==> src/rtl/r5fp_i2f_pkg.sv <==
// Shared types for the integer-to-float pipeline: rounding modes, status
// bit positions, inter-stage register layouts and the exponent bias helper.
package r5fp_i2f_pkg;

    typedef enum logic [2:0] {
        RM_RNE = 3'b000,
        RM_RTZ = 3'b001,
        RM_RDN = 3'b010,
        RM_RUP = 3'b011,
        RM_RMM = 3'b100
    } rm_e;

    localparam int ST_NV = 4;
    localparam int ST_DZ = 3;
    localparam int ST_OF = 2;
    localparam int ST_UF = 1;
    localparam int ST_NX = 0;

    // Stage 1 -> 2: sign and unsigned magnitude of the extended operand.
    typedef struct packed {
        logic        sign;
        logic        zero;
        logic [2:0]  rnd;
        logic [63:0] mag;
    } s1_t;

    // Stage 2 -> 3: left-justified magnitude and its biased exponent.
    // uexp is wide enough for any EXP_W up to 15.
    typedef struct packed {
        logic        sign;
        logic        zero;
        logic [2:0]  rnd;
        logic [63:0] norm;
        logic [15:0] uexp;
    } s2_t;

    function automatic logic [15:0] bias_of(input int ew);
        return 16'((1 << (ew - 1)) - 1);
    endfunction

endpackage

==> src/rtl/r5fp_i2f_pipe_lzc.sv <==
// Combinational 64-bit leading-zero counter (module r5fp_lzc64).
// The count is meaningful only for a non-zero input.
module r5fp_lzc64 (
    input  logic [63:0] a_i,
    output logic [5:0]  cnt_o
);

    // Scan upward so the highest set bit writes last and wins.
    always_comb begin
        cnt_o = 6'd0;
        for (int i = 0; i < 64; i++) begin
            if (a_i[i]) cnt_o = 6'(63 - i);
        end
    end

endmodule

==> src/rtl/r5fp_i2f_pipe.sv <==
// Three-stage integer-to-float converter (prepare, normalize, round/pack)
// with valid/ready on both sides. Define R5FP_I2F_FLAGS_EN to compute the
// inexact flag; otherwise status is tied to zero.
module r5fp_i2f_pipe
    import r5fp_i2f_pkg::*;
#(
    parameter int EXP_W = 8,
    parameter int SIG_W = 23
) (
    input  logic                   clk,
    input  logic                   reset,
    input  logic                   in_valid,
    output logic                   in_ready,
    input  logic [63:0]            a,
    input  logic                   isSigned,
    input  logic                   halfWidth,
    input  logic [2:0]             rnd,
    output logic                   out_valid,
    input  logic                   out_ready,
    output logic [EXP_W+SIG_W:0]   z,
    output logic [4:0]             status
);

    localparam int ZW = EXP_W + SIG_W + 1;

    logic [3:1]    vld_q;
    logic          en1, en2, en3;
    s1_t           s1_d, s1_q;
    s2_t           s2_d, s2_q;
    logic [ZW-1:0] z_d, z_q;

    // A stage may load when it is empty or its content moves on this cycle.
    assign en3       = !vld_q[3] | out_ready;
    assign en2       = !vld_q[2] | en3;
    assign en1       = !vld_q[1] | en2;
    assign in_ready  = en1;
    assign out_valid = vld_q[3];
    assign z         = z_q;

    // Stage 1: extend, take sign and magnitude.
    logic [63:0] ext;
    always_comb begin
        ext       = halfWidth ? {{32{isSigned & a[31]}}, a[31:0]} : a;
        s1_d.sign = isSigned & ext[63];
        s1_d.mag  = s1_d.sign ? -ext : ext;
        s1_d.zero = (s1_d.mag == 64'd0);
        s1_d.rnd  = rnd;
    end

    // Stage 2: left-justify the magnitude.
    logic [5:0] lzc;
    r5fp_lzc64 u_lzc (.a_i(s1_q.mag), .cnt_o(lzc));

    always_comb begin
        s2_d.sign = s1_q.sign;
        s2_d.zero = s1_q.zero;
        s2_d.rnd  = s1_q.rnd;
        s2_d.norm = s1_q.mag << lzc;
        s2_d.uexp = bias_of(EXP_W) + 16'd63 - {10'd0, lzc};
    end

    // Stage 3: round the bits below the kept significand and pack.
    logic [SIG_W-1:0] mant;
    logic             guard, sticky, inexact, inc;
    logic [SIG_W:0]   mant_r;
    logic [EXP_W-1:0] exp_r;
    always_comb begin
        mant    = s2_q.norm[62 -: SIG_W];
        guard   = s2_q.norm[62-SIG_W];
        sticky  = |(s2_q.norm << (SIG_W + 2));
        inexact = guard | sticky;
        case (s2_q.rnd)
            RM_RTZ:  inc = 1'b0;
            RM_RDN:  inc = s2_q.sign & inexact;
            RM_RUP:  inc = !s2_q.sign & inexact;
            RM_RMM:  inc = guard;
            default: inc = guard & (sticky | mant[0]);
        endcase
        mant_r = {1'b0, mant} + (SIG_W+1)'(inc);
        // A carry out of the significand leaves it all-zero and bumps the exponent.
        exp_r  = s2_q.uexp[EXP_W-1:0] + EXP_W'(mant_r[SIG_W]);
        z_d    = s2_q.zero ? '0 : {s2_q.sign, exp_r, mant_r[SIG_W-1:0]};
    end

    // Valid chain; in-flight work is dropped on reset.
    always_ff @(posedge clk) begin
        if (reset) begin
            vld_q <= '0;
        end else begin
            if (en1) vld_q[1] <= in_valid;
            if (en2) vld_q[2] <= vld_q[1];
            if (en3) vld_q[3] <= vld_q[2];
        end
    end

    // Data registers load only when a valid item advances into them.
    always_ff @(posedge clk) begin
        if (reset) begin
            s1_q <= '0;
            s2_q <= '0;
            z_q  <= '0;
        end else begin
            if (en1 && in_valid) s1_q <= s1_d;
            if (en2 && vld_q[1]) s2_q <= s2_d;
            if (en3 && vld_q[2]) z_q  <= z_d;
        end
    end

`ifdef R5FP_I2F_FLAGS_EN
    logic nx_q;

    // Inexact flag travels alongside the packed result.
    always_ff @(posedge clk) begin
        if (reset)                 nx_q <= 1'b0;
        else if (en3 && vld_q[2])  nx_q <= inexact & !s2_q.zero;
    end

    always_comb begin
        status        = 5'b0;
        status[ST_NX] = nx_q;
    end

    logic unused_bits;
    assign unused_bits = ^{s2_q.norm[63], s2_q.uexp[15:EXP_W]};
`else
    assign status = 5'b0;

    logic unused_bits;
    assign unused_bits = ^{s2_q.norm[63], s2_q.uexp[15:EXP_W], inexact};
`endif

endmodule

==> config.mk <==
export PLATFORM = sky130hd
export DESIGN_NAME = r5fp_i2f_pipe
export DESIGN_NICKNAME = d
export VERILOG_FILES = /design/src/rtl/r5fp_i2f_pkg.sv /design/src/rtl/r5fp_i2f_pipe_lzc.sv /design/src/rtl/r5fp_i2f_pipe.sv
export SDC_FILE = /design/constraint.sdc
export NUM_CORES = 1
export LEC_CHECK = 0
export CORE_MARGIN = 1.5
export CORE_UTILIZATION = 53
export DETAILED_ROUTE_END_ITERATION = 8
export DONT_BUFFER_PORTS = 1
export PLACE_DENSITY = 0.72
export SKIP_CTS_REPAIR_TIMING = 1
export SYNTH_ARGS = -nofsm -noshare
export SYNTH_HDL_FRONTEND = slang
export SYNTH_SLANG_ARGS = --single-unit
export TNS_END_PERCENT = 30
==> constraint.sdc <==
create_clock -name clk -period 4.59 [get_ports clk]
set_input_delay 0.459 -clock clk [delete_from_list [all_inputs] [get_ports clk]]
set_output_delay 0.459 -clock clk [all_outputs]
set_load 0.02 [all_outputs]
### Word-level counts from Yosys, hierarchy flattened

Cells that the tools add are included.

| storage, ports and cells | value |
|---|---|
| output and inout bits | 39 |
| input bits | 73 |
| logic and storage cells | 109 |
| flip-flop bits (word level) | 180 |

| operators by class | value |
|---|---|
| equal/unequal tests | 4 |
| muxes and demuxes | 68 |
| shift-type cells | 1 |
| reductions and logical operators | 9 |
| bitwise logic cells | 10 |
| add/subtract/negate cells | 4 |

Operators with widths:

| kind | count |
|---|---|
| $mux W6 | 64 |
| $mux W64 | 2 |
| $logic_not A64 Y1 | 1 |
| $neg A64 Y64 | 1 |
| $shl A64 B6 Y63 | 1 |
| $reduce_or A39 Y1 | 1 |
| $mux W32 | 1 |
| $add A23 B1 Y24 | 1 |
| $add A8 B1 Y8 | 1 |
| $sub A8 B6 Y8 const A | 1 |
| $eq A3 B2 Y1 const B | 2 |
| $and A1 B1 Y1 | 5 |
| $or A1 B1 Y1 | 5 |
| $logic_not A1 Y1 | 4 |
| $pmux W1 S4 | 1 |
| $eq A3 B1 Y1 const B | 1 |
| $eq A3 B3 Y1 const B | 1 |
| $logic_and A1 B1 Y1 | 3 |

### Longest topological paths before layout

| depth | value |
|---|---|
| depth in word-level cells | 65 |
| mapped depth | 19 |
| mapped depth without buffers | 18 |

### Hierarchy

A second synthesis with hierarchy kept.

| second synthesis, totals | value |
|---|---|
| cell total of the unflattened synthesis | 1,824 |
| area total of the unflattened synthesis | 13,709.4 um^2 |

By module, submodules not included:

| module | cells each | sequential area each (um^2) | area each (um^2) | times used |
|---|---|---|---|---|
| r5fp_i2f_pipe | 1,677 | 3,603.5 | 12,883.6 | 1 |
| r5fp_lzc64 | 147 | 0.0 | 825.8 | 1 |

### Worst setup path before layout

OpenSTA, ideal clock, no wires.

| path | value |
|---|---|
| path kind | input port to flip-flop |
| start point | input port a[0] |
| end point | register s1_q[67] (netlist bit) |
| buffers on the path | 0 |
| setup time | 0.084 ns |
| stages | 12 |
| slack | 1.252 ns |
| data required time | 4.506 ns |
| arrival | 3.254 ns |
| path through | inv_1 -> ha_1 -> or3b_1 -> or3_1 -> or4_1 -> mux2_2 -> a32oi_1 -> nor4b_1 -> nand4_2 -> nor4b_2 -> nand4_1 -> o31ai_2 |

| on the way | value |
|---|---|
| longest elaborated chain between the ends | 4 |

Ends and longest elaborated chain:

| what | RTL line | text |
|---|---|---|
| start, declared | r5fp_i2f_pipe.sv:14 | `input logic [63:0] a,` |
| $mux W64 * | r5fp_i2f_pipe.sv:43 | `ext = halfWidth ? {{32{isSigned & a[31]}}, a[31:0]} : a;` |
| $neg A64 Y64 | r5fp_i2f_pipe.sv:45 | `s1_d.mag = s1_d.sign ? -ext : ext;` |
| $mux W64 * | r5fp_i2f_pipe.sv:45 |  |
| $logic_not A64 Y1 * | r5fp_i2f_pipe.sv:46 | `s1_d.zero = (s1_d.mag == 64'd0);` |
| end signal, assigned | r5fp_i2f_pipe.sv:99 | `s1_q <= '0;` |
| end signal, assigned | r5fp_i2f_pipe.sv:103 | `if (en1 && in_valid) s1_q <= s1_d;` |
| end, declared | r5fp_i2f_pipe.sv:28 | `s1_t s1_d, s1_q;` |

Every way passes the cells marked *; elsewhere a longest branch is shown, timed or not.
A chain may end at the register's enable or synchronous reset.

### Worst setup path in the final report

| path | value |
|---|---|
| start point | register s1_q[56] (netlist bit) |
| end point | register s2_q (netlist bit mant[5]) |

| on the way | value |
|---|---|
| longest elaborated chain between the ends | 9 |

Ends and longest elaborated chain:

| what | RTL line | text |
|---|---|---|
| $mux W6 (8 in a row) | r5fp_i2f_pipe_lzc.sv:12 | `if (a_i[i]) cnt_o = 6'(63 - i);` |
| $shl A64 B6 Y63 * | r5fp_i2f_pipe.sv:58 | `s2_d.norm = s1_q.mag << lzc;` |
| end signal, assigned | r5fp_i2f_pipe.sv:100 | `s2_q <= '0;` |
| end signal, assigned | r5fp_i2f_pipe.sv:104 | `if (en2 && vld_q[1]) s2_q <= s2_d;` |
| end, declared | r5fp_i2f_pipe.sv:29 | `s2_t s2_d, s2_q;` |

Marked as above.

==> metrics.md <==
| Metric | Value |
|---|---|
| Status | `finished clean` |
| Relative slew margins | `0.2869` |
| Max-cap violations | `0` |
| Row Count | `61` |
| H-tree Lvls | `4` |
| Yosys Warn Count | `0` |
| WL per Instance | `25.59 um` |
| Main synth FF type | `dfxtp_1` |
| Num CTS Buffers | `17` |
| Maximum operating frequency | `220.9 MHz` |
| Internal power | `3.592 mW` |
| Root buffer cell | `clkbuf_16` |
| Avg Inst Size Synth | `7.368 sq um` |
| PD cells | `403.2 nW/um^2` |
| Overall power | `6.470 mW` |
| Clock Latency Late Sink | `450 ps` |
| Flops & latches, synth | `180` |
| Initial antenna violation count | `5` |
| FF-to-FF End | `mant[5]` |
| Startpoint class of the critical path | `register` |
| # port buffers | `0` |
| Congestion Overflow GR | `0` |
| Critical R2R Launch | `s1_q[56]` |
| WS Path Type | `register to register` |
| Synth top area cells | `dfxtp_1 (24%), mux2i_1 (11%), nor2_1 (6.5%)` |
| Reg2Reg Depth | `11` |
| Flop pwr share | `0.293` |
| Nets | `2038` |
| Finished Core Util | `0.5744` |
| ANT nets after route | `0` |
| Share of layout cells above drive strength 1 | `0.09533` |
| Sw frac | `0.4449` |
| Reg2reg setup slack | `60 ps` |
| Leak | `5.995 nW` |
| Critical path peak fanout | `51` |
| Area growth syn-to-layout | `6.274%` |
| Synth area leader | `dfxtp_1` |
| Maximum vdd drop | `287.2 uV` |
| Iter 0 DRT Violations | `2147` |
| Dpl hpwl | `44520 um` |
| Worst Tran Pin Value | `1066 ps` |
| Clk sink count | `180` |
| Die ar. | `29510 sq um` |
| Setup Viol. Count Final | `0` |
| Vias/cell | `6.967` |
| RSZ-0062 raised after global routing | `no` |
| Gp weighted congestion | `1.033` |
| Critical Path AT | `4810 ps` |
| Worst hold slack | `82.17 ps` |
| First-pass GRT wire length | `90720 um` |
| Number of synthesized flops with an enable pin | `0` |
| I/O Pins | `112` |
| Core ar. | `27930 sq um` |
| Minimum clock period | `4528 ps` |
| All-Layer GR Usage | `0.4054` |
| Synth cell count leaders | `nor2_1 (262), nand2_1 (224), dfxtp_1 (180), mux2i_1 (160), clkbuf_1 (132)` |
| Die W | `171.8 um` |
| Max Clock Skew | `11.70 ps` |
| Post-synth top area share | `0.2387` |
| Largest net degree at the start of global routing | `154` |
| Crit. End Element | `register` |
| CTS tree | `yes` |
| Seq/Total Area, Yosys | `0.2387` |
| Period utilization | `0.9865` |
| Setup_tns | `0 ps` |
| Vias in the first global route | `15.16k` |
| Worst-path clk slew | `70 ps` |
| Maximum clock path buffer count | `2` |
| CP Data Required Time | `4880 ps` |
| Synth cell types | `98` |
| Hold Crit Class | `primary input to register` |
| Critical path origin | `s1_q[56]` |
| Via count of the routed design | `16.39k` |
| Fin. max-slew vios | `0` |
| DRC Markers | `0` |
| Count leader, synth | `nor2_1` |
| Mapped Cells | `2049` |
| FFs w/ async S/R, synth | `0` |
| Hold Fails Final Rpt | `0` |
| Drt total wl | `60180 um` |
| Sw Pwr | `2.878 mW` |
| Worst Setup EP | `mant[5]` |
| Initial core utilization | `0.5404` |
| Cell Area, Synth | `15100 sq um` |
| Die Ht | `171.8 um` |
| Combinational share of power | `0.472` |
| Clk network pwr share | `0.234` |
| Total iterations of the first detailed-routing run | `8` |
[cells by family after synthesis]
family	Yosys count	share of synthesized area
AOI/OAI and AO/OA	588	0.2687
adders and majority gates	6	0.004973
and+or+nand+nor	775	0.2435
other	1	0.0002484
DFF	180	0.2387
xor gates and xnor gates	80	0.04741
buffers and inverters	228	0.06506
muxes	191	0.1314
[sequential cells by signal, indices dropped and copies added (netlist names)]
register,cells
s1_q,69
s2_q,52
z,32
mant,23
vld_q,3
guard,1
[cell type report]
cell class,count,area [sq um]
Clock buffer,20,446.7
Multi-Input combinational cell,1645,10590
Tap cell,378,473.0
Timing Repair Buffer,84,668.1
Antenna cell,2,5.005
Fill cell,2715,11890
Inverter,31,116.4
Sequential cell,180,3603
Clock inverter,12,140.1
[metal layers]
metal | GRT usage | vias up | share of wire
met4 | 0.2620 | 4 | 0.071
met1 | 0.5060 | 7637 | 0.39
li1 | - | 7410 | -
met2 | 0.6272 | 1074 | 0.44
met5 | 0 | - | 0.00038
met3 | 0.09273 | 261 | 0.097
[worst min-delay path by stage]
stage                     startpoint       end  slack (ps)  cells after the start
after floorplan             s2_q[31]  s2_q[31]         430                      2
after global routing           reset  s1_q[37]          70                      1
after detailed placement    s1_q[66]  s1_q[66]         440                      2
after CTS                      reset  s1_q[33]         100                      1
after global placement      s2_q[46]  s2_q[46]         440                      2
final                          reset  s1_q[39]          80                      1
[placed cells by master, fill, tap and decap left out, types with 45 or more instances in the layout]
master,instances
a211oi_1,57
a21oi_1,127
a22oi_1,64
buf_4,81
dfxtp_1,180
mux2i_1,160
nand2_1,223
nand3_1,61
nor2_1,261
nor4_1,45
o21ai_0,69
xnor2_1,47
[per-stage QoR]
stage               instance area [sq um]  std cells  setup slack (ps)
finish                              16040       2352             62.13
global placement                    15450       2318             204.0
floorplan                           15110       2053              1252
CTS                                 16030       2350             204.4
detailed placement                  15450       2318             203.9
global route                        16040       2350             86.20
[power by group through the flow]
stage / sequential (mW) / clock [mW] / combinational (mW)
4_1_cts: 1.89 / 1.53 / 2.91
6_report: 1.90 / 1.52 / 3.06
2_1_floorplan: 1.78 / 0 / 2.05
5_1_grt: 1.91 / 1.58 / 3.18
3_3_place_gp: 1.92 / 0 / 2.89
3_5_place_dp: 1.92 / 0 / 2.90
[worst max-delay path: stages (launching register included)]
cell	delay, ps
dfxtp_1	430
or4_1	580
a21oi_2	340
a21oi_1	300
nand3_4	320
buf_12	310
buf_4	370
mux2_2	390
nor2_1	100
o311ai_0	300
a32oi_1	670
nand3_1	210
No activity file was read; power rests on OpenSTA's default activity.
